[src/rtl/mem_line_arbiter.sv]
// Round-robin line-transfer controller that shares one single-port, 1-cycle-latency
// memory between two cache requesters. Bursts move one word per cycle. LINE_WORDS_LOG must be >= 1.
module mem_line_arbiter #(
   parameter int ADDR_LEN       = 11,
   parameter int LINE_WORDS_LOG = 3,
   parameter int WAIT_CYCLES    = 0
) (
   input  logic                                 clk,
   input  logic                                 rst,
   input  logic                                 i_r0_req,
   input  logic                                 i_r0_we,
   input  logic [ADDR_LEN-LINE_WORDS_LOG-1:0]   i_r0_addr,
   input  logic [32*(1<<LINE_WORDS_LOG)-1:0]    i_r0_wdata,
   output logic [32*(1<<LINE_WORDS_LOG)-1:0]    o_r0_rdata,
   output logic                                 o_r0_done,
   input  logic                                 i_r1_req,
   input  logic                                 i_r1_we,
   input  logic [ADDR_LEN-LINE_WORDS_LOG-1:0]   i_r1_addr,
   input  logic [32*(1<<LINE_WORDS_LOG)-1:0]    i_r1_wdata,
   output logic [32*(1<<LINE_WORDS_LOG)-1:0]    o_r1_rdata,
   output logic                                 o_r1_done,
   output logic [ADDR_LEN-1:0]                  o_mem_addr,
   output logic                                 o_mem_wr_req,
   output logic [31:0]                          o_mem_wr_data,
   input  logic [31:0]                          i_mem_rd_data
);

   localparam int N      = 1 << LINE_WORDS_LOG;
   localparam int LINE_W = ADDR_LEN - LINE_WORDS_LOG;
   localparam int WAIT_W = (WAIT_CYCLES > 1) ? $clog2(WAIT_CYCLES) : 1;
   localparam bit HAS_WAIT = (WAIT_CYCLES > 0);
   localparam logic [WAIT_W-1:0] WAIT_LAST = WAIT_W'((WAIT_CYCLES > 0) ? WAIT_CYCLES - 1 : 0);
   localparam logic [LINE_WORDS_LOG-1:0] K_LAST = '1;

   typedef enum logic [2:0] {
      S_IDLE,
      S_WAIT,
      S_RD,
      S_RD_LAST,
      S_WR,
      S_DONE
   } state_t;

   state_t                    r_state;
   state_t                    w_next;
   logic [LINE_WORDS_LOG-1:0] r_k;
   logic [WAIT_W-1:0]         r_wcnt;
   logic                      r_gnt;
   logic                      r_last_gnt;
   logic                      r_we;
   logic [LINE_W-1:0]         r_line;
   logic [N-1:0][31:0]        r_wdata;
   logic [N-2:0][31:0]        r_buf;
   logic [N-1:0][31:0]        r_rdata0;
   logic [N-1:0][31:0]        r_rdata1;

   logic                      w_any;
   logic                      w_both;
   logic                      w_pick;
   logic                      w_pick_we;
   logic [LINE_W-1:0]         w_pick_line;
   logic [N-1:0][31:0]        w_pick_wdata;
   logic [N-1:0][31:0]        w_line_in;
   logic [ADDR_LEN-1:0]       w_mem_addr;
   logic                      w_mem_wr_req;
   logic [31:0]               w_mem_wr_data;
   logic                      w_done0;
   logic                      w_done1;

   // On a tie the requester that did not win the previous tie is chosen.
   assign w_any        = i_r0_req | i_r1_req;
   assign w_both       = i_r0_req & i_r1_req;
   assign w_pick       = w_both ? ~r_last_gnt : i_r1_req;
   assign w_pick_we    = w_pick ? i_r1_we : i_r0_we;
   assign w_pick_line  = w_pick ? i_r1_addr : i_r0_addr;
   assign w_pick_wdata = w_pick ? i_r1_wdata : i_r0_wdata;
   assign w_line_in    = {i_mem_rd_data, r_buf};

   always_ff @(posedge clk or posedge rst) begin
      if (rst) begin
         r_state <= S_IDLE;
      end else begin
         r_state <= w_next;
      end
   end

   always_comb begin
      w_next        = r_state;
      w_mem_addr    = '0;
      w_mem_wr_req  = 1'b0;
      w_mem_wr_data = '0;
      w_done0       = 1'b0;
      w_done1       = 1'b0;
      case (r_state)
         S_IDLE: begin
            if (w_any) begin
               if (HAS_WAIT) w_next = S_WAIT;
               else          w_next = w_pick_we ? S_WR : S_RD;
            end
         end
         S_WAIT: begin
            if (r_wcnt == WAIT_LAST) w_next = r_we ? S_WR : S_RD;
         end
         S_RD: begin
            w_mem_addr = {r_line, r_k};
            if (r_k == K_LAST) w_next = S_RD_LAST;
         end
         S_RD_LAST: begin
            w_next = S_DONE;
         end
         S_WR: begin
            w_mem_addr    = {r_line, r_k};
            w_mem_wr_req  = 1'b1;
            w_mem_wr_data = r_wdata[r_k];
            if (r_k == K_LAST) w_next = S_DONE;
         end
         S_DONE: begin
            w_done0 = ~r_gnt;
            w_done1 = r_gnt;
            w_next  = S_IDLE;
         end
         default: begin
            w_next = S_IDLE;
         end
      endcase
   end

   always_ff @(posedge clk or posedge rst) begin
      if (rst) begin
         r_k        <= '0;
         r_wcnt     <= '0;
         r_gnt      <= 1'b0;
         r_last_gnt <= 1'b1;
         r_we       <= 1'b0;
         r_rdata0   <= '0;
         r_rdata1   <= '0;
      end else begin
         case (r_state)
            S_IDLE: begin
               if (w_any) begin
                  r_gnt  <= w_pick;
                  r_we   <= w_pick_we;
                  r_k    <= '0;
                  r_wcnt <= '0;
                  if (w_both) r_last_gnt <= w_pick;
               end
            end
            S_WAIT: begin
               r_wcnt <= r_wcnt + 1'b1;
            end
            S_RD, S_WR: begin
               r_k <= r_k + 1'b1;
            end
            S_RD_LAST: begin
               if (r_gnt) r_rdata1 <= w_line_in;
               else       r_rdata0 <= w_line_in;
            end
            default: begin
            end
         endcase
      end
   end

   // Read data trails the address by one cycle, so word k-1 lands while word k is addressed.
   always_ff @(posedge clk) begin
      if (r_state == S_IDLE && w_any) begin
         r_line  <= w_pick_line;
         r_wdata <= w_pick_wdata;
      end
      if (r_state == S_RD && r_k != '0) begin
         r_buf[r_k - 1'b1] <= i_mem_rd_data;
      end
   end

   assign o_r0_rdata    = r_rdata0;
   assign o_r1_rdata    = r_rdata1;
   assign o_r0_done     = w_done0;
   assign o_r1_done     = w_done1;
   assign o_mem_addr    = w_mem_addr;
   assign o_mem_wr_req  = w_mem_wr_req;
   assign o_mem_wr_data = w_mem_wr_data;

endmodule

[config.mk]
export PLATFORM = sky130hd
export DESIGN_NAME = mem_line_arbiter
export DESIGN_NICKNAME = d
export VERILOG_FILES = /design/src/rtl/mem_line_arbiter.sv
export SDC_FILE = /design/constraint.sdc
export NUM_CORES = 1
export LEC_CHECK = 0
export ABC_AREA = 1
export BUFFER_PORTS_ARGS = -buffer_cell sky130_fd_sc_hd__buf_4
export CAP_MARGIN = 0
export CORE_AREA = 8 8 435 437
export CTS_CLUSTER_SIZE = 16
export DETAILED_ROUTE_END_ITERATION = 16
export DIE_AREA = 0 0 443 445
export SETUP_SLACK_MARGIN = 0.02
export SLEW_MARGIN = 25
export SYNTH_ARGS = -nofsm -noshare
export SYNTH_HDL_FRONTEND = slang
export SYNTH_SLANG_ARGS = --single-unit
[constraint.sdc]
create_clock -name clk -period 22.6 [get_ports clk]
set_clock_uncertainty 0.05 [all_clocks]
set_input_delay 0 -clock clk [delete_from_list [all_inputs] [get_ports clk]]
set_output_delay 0 -clock clk [all_outputs]
set_load 0.005 [all_outputs]
---- Yosys cells after proc, flatten, opt, wreduce, memory -nomap -nowiden ----
Index checks and enable logic that the tools add are counted.
Widths: inputs -> output; s select.
storage, ports and cells
  memory bits (writable) .................. 0
  memories kept ........................... 0
  bits in read-only memories .............. 0
  output and inout bits ................... 558
  register bits ........................... 1010
  latch bits .............................. 0
operators by class
  magnitude comparators ................... 3
  equality and inequality tests ........... 10
  add/sub/neg operators ................... 3
  bitwise logic cells ..................... 4
  div/mod/pow operators ................... 0
  mux-type cells .......................... 25
  reductions and logical operators ........ 15
  multipliers ............................. 0
  shifts and indexed selects .............. 0
operators by type and width
  cell                 number
  $mux 256             1
  $bwmux 224           1
  $bmux 32 s3          1
  $demux 32 s3         1
  $mux 32              3
  $mux 3               7
  $pmux 3 s5           1
  $mux 11              1
  $reduce_and 2->1     5
  $eq 3x3->1 const B   3
  $lt 3x4->1 const B   2
  $mux 8               1
  $ne 2x2->1 const B   4
  $eq 3x2->1 const B   2
  $mux 1               6
  $pmux 3 s2           1
  $reduce_and 4->1     1
  $reduce_bool 2->1    2
  $add 3x1->3 const B  1
  $eq 3x1->1 const B   1
  $ge 3x1->1 const B   1
  $logic_and 1x1->1    3
  $logic_not 3->1      1
  $reduce_and 3->1     1
  8 further kinds      9

---- Depth between registers and ports, before layout ----
Gate-level depths: netlist (run 1).
  depth after elaboration ................. 6
  gate-level depth with buffers ........... 10
  mapped depth without buffers ............ 8

---- Worst setup path before layout (run 1) ----
Ideal clock, no wire load.
  kind .................................... reg2reg
  start ................................... register r_state[1]
  end ..................................... register r_we
  path buffers ............................ 0
  data arrival time ....................... 12.193 ns
  clock period less this slack ............ 12.861 ns
  stages on the path, launching flop included .. 7
  slack ................................... 9.739 ns
  cell sequence ........................... dfrtp_1 inv_1 nand2_1 nor2_1 inv_1 nor2_1 o21ai_0
on the way
  word-level cells in the longest chain between the ends .. 2
ends and longest elaborated chain
  item                        line  RTL
  start: declaration          44    state_t r_state;
  start signal: assignment    83    r_state <= w_next;
  $logic_not 3->1             138   case (r_state)
  $reduce_and 2->1 (no line)  n/a
  end signal: assignment      142   r_we <= w_pick_we;
  end: declaration            50    logic r_we;
Every way passes these cells.
A chain may end at the register's enable or synchronous reset.

---- Worst setup path after layout (run 1) ----
  start ................................... register r_state[2]
  end ..................................... register r_rdata1 (netlist bit o_r1_rdata[66])
on the way
  word-level cells in the longest chain between the ends .. 2
ends and longest elaborated chain
  item                        line  RTL
  $eq 3x2->1                  138
  $reduce_and 2->1 (no line)  n/a
  end signal: assignment      155   if (r_gnt) r_rdata1 <= w_line_in;
  end: declaration            55    logic [N-1:0][31:0] r_rdata1;
Every way passes these cells.

==> results of run 1 <==
==> synth_stat cells <==
cell type / n / area [sq um]
buf_1: 10 / 37.5
buf_2: 69 / 345
buf_4: 58 / 435
buf_6: 36 / 405
clkbuf_1: 22 / 82.6
clkinv_1: 1 / 3.75
dfrtp_1: 521 / 13000
dfstp_2: 1 / 26.3
edfxtp_1: 488 / 14700
ha_1: 4 / 50.1
inv_1: 341 / 1280
inv_2: 3 / 11.3
mux2_2: 264 / 2970
nand2_1: 802 / 3010
nand2_2: 1 / 6.26
nand2_4: 2 / 22.5
nand3_1: 76 / 380
nand3_2: 1 / 10.0
nand3b_1: 1 / 7.51
nand4_1: 1 / 6.26
nor2_1: 219 / 822
nor3_1: 4 / 20.0
o21ai_0: 296 / 1480
o21ai_1: 287 / 1440
or2_2: 1 / 6.26
==> registers in the layout, summed over array words and instances (netlist names) <==
register / count
o_r0_rdata: 256
o_r1_rdata: 256
r_wdata: 256
r_buf: 224
r_line: 8
r_k: 3
r_state: 3
r_gnt: 1
r_last_gnt: 1
r_wcnt: 1
r_we: 1
==> tightest hold or removal path, stage by stage <==
cell	delay, ps
buf_4	90
mux2_2	130
dlygate4sd3_1	540
==> through the flow <==
| stage | hold slack [ps] | cells | utilization (%) |
|---|---|---|---|
| 3_3_place_gp | 149 | 6854 | 28.0 |
| 3_5_place_dp | 153 | 6854 | 28.0 |
| 5_1_grt | 25.4 | 8000 | 35.1 |
| 2_1_floorplan | 48.9 | 3509 | - |
| 6_report | 85.6 | 8010 | 35.1 |
| 4_1_cts | 0.669 | 7980 | 35.0 |
==> logic make-up after synthesis <==
kind of cell | Yosys count | share of synthesized area, %
AO/OA/AOI/OAI | 583 | 7.20
adder cells (fa/ha/maj) | 4 | 0.123
buffers and inverters | 540 | 6.41
flip-flops | 1010 | 68.4
multiplexers | 264 | 7.33
AND/OR/NAND/NOR | 1108 | 10.6
==> power by group <==
part | switching, mW | internal, mW
logic | 1.38 | 1.20
clock network | 0.772 | 1.01
registers | 0.423 | 2.64
==> how the worst max path moves through the flow <==
stage	startpoint	endpoint	depth (start not counted)
floorplan	rst	o_r0_rdata[0]	1
global placement	r_state[2]	o_r1_rdata[64]	9
detailed placement	r_state[2]	o_r1_rdata[64]	9
CTS	r_state[2]	o_r1_rdata[66]	9
global route	r_state[2]	o_r1_rdata[66]	9
finish	r_state[2]	o_r1_rdata[66]	9
==> cell usage in the layout, fill, tap and decap left out, drive strengths merged <==
cell type,count
bufinv,7
dlygate4sd3,922
nand3b,1
inv,350
buf,1156
clkbuf,163
nand2,805
or2,1
o21ai,583
nor3,4
nand4,1
dfstp,1
diode,29
mux2,264
dfrtp,521
clkinvlp,3
clkinv,26
nor2,219
ha,4
nand3,77
edfxtp,488
==> metal layers <==
metal	share of wire (%)	up-vias	global-route usage, %
met2	51	1687	33.2
met1	35	16964	19.2
li1	-	15671	-
met4	7.1	2	11.0
met5	0.0058	-	0
met3	6.1	494	3.78
==> timing repair <==
action,CTS,global route
hold endpoints to repair,669,0
hold buffers,922,0
gates resized for setup,0,0
==> area by class of cell <==
| type | count | area (sq um) | share of cell area (%) |
|---|---|---|---|
| diodes | 29 | 72.6 | 0.114 |
| clock buffers | 163 | 3040 | 4.76 |
| repair buffers | 2078 | 18000 | 28.1 |
| flip-flops and latches | 1010 | 27700 | 43.4 |
| clock inverters | 41 | 482 | 0.754 |
| multi-input cells | 1959 | 10300 | 16.1 |
| well taps | 2385 | 2980 | 4.67 |
| inverters | 345 | 1310 | 2.04 |
==> impl_metrics.env, run 1 <==
export IMPL_rsz0062_at_grt="false"
export IMPL_coreArea_sq_um=182000
export IMPL_die_h_um=445
export IMPL_cts_sinks=1010
export IMPL_rrSetupSlack_ps=17440
export IMPL_finalCritPeriodShare_pct=22.8
export IMPL_outcome="completed"
export IMPL_yosysSeqAreaShare_pct=68.4
export IMPL_clock_latency_ps=740
export IMPL_max_clock_freq_ghz=0.194
export IMPL_critical_path_class="flop to flop"
export IMPL_grt_overflow=0
export IMPL_start_kind="flop"
export IMPL_ctsLongestPathBuffers=3
export IMPL_post_cts_buffers=0
export IMPL_drtIter0Drc=2869
export IMPL_cp_required_ps=23110
export IMPL_finalMaxSlewViolations=0
export IMPL_reg2reg_depth=9
export IMPL_placed_area_sq_um=51000
export IMPL_vias=34818
export IMPL_fill_cells=17452
export IMPL_cp_slowest_cell="buf_4"
export IMPL_cp_num_buf_inv=6
export IMPL_ios=1124
export IMPL_critPathTopFamily="buffers and inverters"
export IMPL_finalPower_mw=7.43
export IMPL_grt_pass1_wl_um=263000
export IMPL_path_common_cell="buf_4"
export IMPL_relSlewSlack_pct=21.6
export IMPL_power_per_cell_area_nw_per_um2=116
export IMPL_min_period_ps=5160
export IMPL_firstDrtPassIters=6
export IMPL_p_leak_nw=28.7
export IMPL_ys_ff_latch=1010
export IMPL_endpoint_kind="flop"
export IMPL_grt_pass1_vias=36716
export IMPL_globalplace_congestion=0.858
export IMPL_dp_slack_ps=17310
export IMPL_cp_cell_sequence="inv_2 > nand3_2 > inv_2 > nand2_8 > buf_4 > buf_4 > buf_4 > buf_6 > o21ai_0"
export IMPL_htreeDepth=3
export IMPL_avgSynthCellArea_sq_um=11.6
export IMPL_start_util_pct=22.3
export IMPL_routedWlPerCell_um=23.6
export IMPL_drcViolationCount=0
export IMPL_setup_viol=0
export IMPL_cts_root_buffer="clkbuf_16"
export IMPL_die_w_um=443
export IMPL_arrival_ps=5670
export IMPL_finalSetupTns_ps=0
export IMPL_ir_drop_uv=72.5
export IMPL_portBuffers=1123
export IMPL_synthesis_nets=4079
export IMPL_hp_class="primary input to flop"
export IMPL_detail_route_vias_per_cell=4.35
export IMPL_cts_tree="done"
export IMPL_min_from="i_r0_wdata[50]"
export IMPL_synth_warnings=0
export IMPL_drv_cap=0
export IMPL_nets=6071
export IMPL_antenna_found_initial=56
export IMPL_grt_max_degree=222
export IMPL_dieArea_sq_um=197000
export IMPL_rows=157
export IMPL_r2r_start="r_state[2]"
export IMPL_critPathMaxStageDelay_ps=850
export IMPL_drt_antenna_violating_nets=0
export IMPL_rr_endpoint="o_r1_rdata[66]"
export IMPL_path_clk_slew_ps=60
export IMPL_netlist_instances=3509
export IMPL_area_delta_synth_final_pct=57.6
export IMPL_whs_path_depth=3
export IMPL_synth_area_sq_um=40600
export IMPL_drive_above_1_share_pct=28.6
export IMPL_hold_end="r_wdata[50]"
export IMPL_cts_made_buffers=107
export IMPL_tightestPinTransition_ps=1180
export IMPL_fin_area_sq_um=63900
export IMPL_yosysUniqueCellTypes=25
export IMPL_critPathMaxFanout=119
export IMPL_grtUsageTotal_pct=18.2
export IMPL_hpwl_um=127000
export IMPL_timing_final_hold_violations=0
export IMPL_setup_ws_ps=17440
export IMPL_drt_total_wl_um=189000
Note: power is estimated with default switching activity, not from simulation.
==> inputs of run 2 (changes only) <==
clock period = 5.34 ns   (was 22.6 ns; I/O delays follow)
==> impl_metrics.env, run 2 (synthesized netlist as in run 1, its figures left out) <==
export IMPL_grt_max_degree=155
export IMPL_drt_antenna_violating_nets=0
export IMPL_max_clock_freq_ghz=0.257
export IMPL_die_h_um=445
export IMPL_area_delta_synth_final_pct=56.9
export IMPL_tightestPinTransition_ps=955
export IMPL_grt_overflow=0
export IMPL_setup_viol=0
export IMPL_cts_resized=0
export IMPL_dieArea_sq_um=197000
export IMPL_routedWlPerCell_um=23.4
export IMPL_min_period_ps=3900
export IMPL_reg2reg_depth=7
export IMPL_portBuffers=1123
export IMPL_critPathMaxStageDelay_ps=670
export IMPL_critical_path_class="flop to output port"
export IMPL_rrSetupSlack_ps=2120
export IMPL_hp_class="primary input to flop"
export IMPL_final_common_cell="buf_4"
export IMPL_relSlewSlack_pct=36.2
export IMPL_drive_above_1_share_pct=29.1
export IMPL_drv_cap=0
export IMPL_timing_final_hold_violations=0
export IMPL_start_util_pct=22.3
export IMPL_ios=1124
export IMPL_path_common_cell="nand2_1"
export IMPL_drcViolationCount=0
export IMPL_rows=157
export IMPL_placed_area_sq_um=51200
export IMPL_clock_latency_ps=760
export IMPL_cp_num_buf_inv=3
export IMPL_htreeDepth=3
export IMPL_drtIter0Drc=2794
export IMPL_critPathMaxFanout=72
export IMPL_cp_num_cells=9
export IMPL_firstDrtPassIters=7
export IMPL_finalCritPeriodShare_pct=73.0
export IMPL_coreArea_sq_um=182000
export IMPL_cp_slowest_cell="buf_4"
export IMPL_rsz0062_at_grt="false"
export IMPL_grt_pass1_wl_um=260000
export IMPL_hpwl_um=128000
export IMPL_p_leak_nw=28.7
export IMPL_nets=6045
export IMPL_final_util_pct=34.9
export IMPL_cts_made_buffers=109
export IMPL_vias=34579
export IMPL_finalPower_mw=31.4
export IMPL_dp_slack_ps=2050
export IMPL_path_clk_slew_ps=60
export IMPL_fin_area_sq_um=63600
export IMPL_final_cell_mix="buf_4, dlygate4sd3_1, nand2_1"
export IMPL_cts_root_buffer="clkbuf_16"
export IMPL_cp_cell_sequence="inv_4 > buf_4 > nand2_1 > nand2_1 > nand2_1 > nand3_1 > nand2_1 > nor2_1 > buf_4"
export IMPL_whs_path_depth=3
export IMPL_globalplace_congestion=0.858
export IMPL_power_per_cell_area_nw_per_um2=494
export IMPL_finalMaxSlewViolations=0
export IMPL_ctsLongestPathBuffers=3
export IMPL_start_kind="flop"
export IMPL_grtUsageTotal_pct=18.0
export IMPL_endpoint_kind="output port"
export IMPL_grt_pass1_vias=36291
export IMPL_outcome="completed"
export IMPL_setup_ws_ps=1440
export IMPL_ir_drop_uv=300
export IMPL_detail_route_vias_per_cell=4.34
export IMPL_cts_sinks=1010
export IMPL_arrival_ps=3850
export IMPL_drt_total_wl_um=186000
export IMPL_die_w_um=443
export IMPL_cts_tree="done"
export IMPL_antenna_found_initial=56
export IMPL_cp_required_ps=5290
export IMPL_critPathTopFamily="buffers and inverters"
==> run 2: per-layer routing <==
| layer | global-route usage [%] | part of all wire, % | vias up |
|---|---|---|---|
| met5 | 0 | 0.0070 | - |
| met4 | 12.2 | 8.0 | 2 |
| met3 | 3.61 | 6.4 | 457 |
| met2 | 32.2 | 50 | 1753 |
| met1 | 19.2 | 35 | 16770 |
| li1 | - | - | 15597 |
==> run 2: area by class of cell <==
| cell class | count | area, sq um |
|---|---|---|
| antenna | 22 | 55.1 |
| tap | 2385 | 2980 |
| sequential | 1010 | 27700 |
| fill | 17540 | 118000 |
| multi-input combinational | 1959 | 10300 |
| clock buffer | 152 | 3080 |
| clock inverter | 52 | 468 |
| inverter | 345 | 1300 |
| timing repair buffer | 2050 | 17700 |
==> run 2: worst paths after layout <==
kind,startpoint,end
setup / recovery,r_k[0],o_mem_wr_data[7]
hold / removal,i_r1_addr[4],r_line[4]
setup reg to reg,r_k[1],r_buf[67]
hold reg to reg,o_r0_rdata[235],o_r0_rdata[235]
max in group asynchronous,rst,o_r0_rdata[66]
min in group asynchronous,rst,o_r0_rdata[148]
==> run 2: repair_timing <==
item,4_1_cts,5_1_grt
buffers inserted,0,0
endpoints found under the hold margin,611,0
hold buffers,877,0
==> run 2: power by group <==
part	total, mW	internal [mW]	switching, mW
Combinational	11.0	5.11	5.89
Sequential	12.8	11.2	1.66
Clock	7.59	4.33	3.27
==> run 2: worst register-to-register path: stages (launching register included) <==
cell and delay (ps):
dfrtp_4 530, clkinv_2 460, ha_1 390, or2_2 280, nand2_1 120, nand2_1 130
nor2_4 440, buf_4 460
==> run 2: metrics by stage <==
step,instances,hold slack (ps),setup TNS [ps]
finish,7975,78.2,0
global route,7970,26.3,0
CTS,7953,0.422,0
global placement,6872,199,0
detailed placement,6872,200,0
floorplan,3509,48.9,-938520
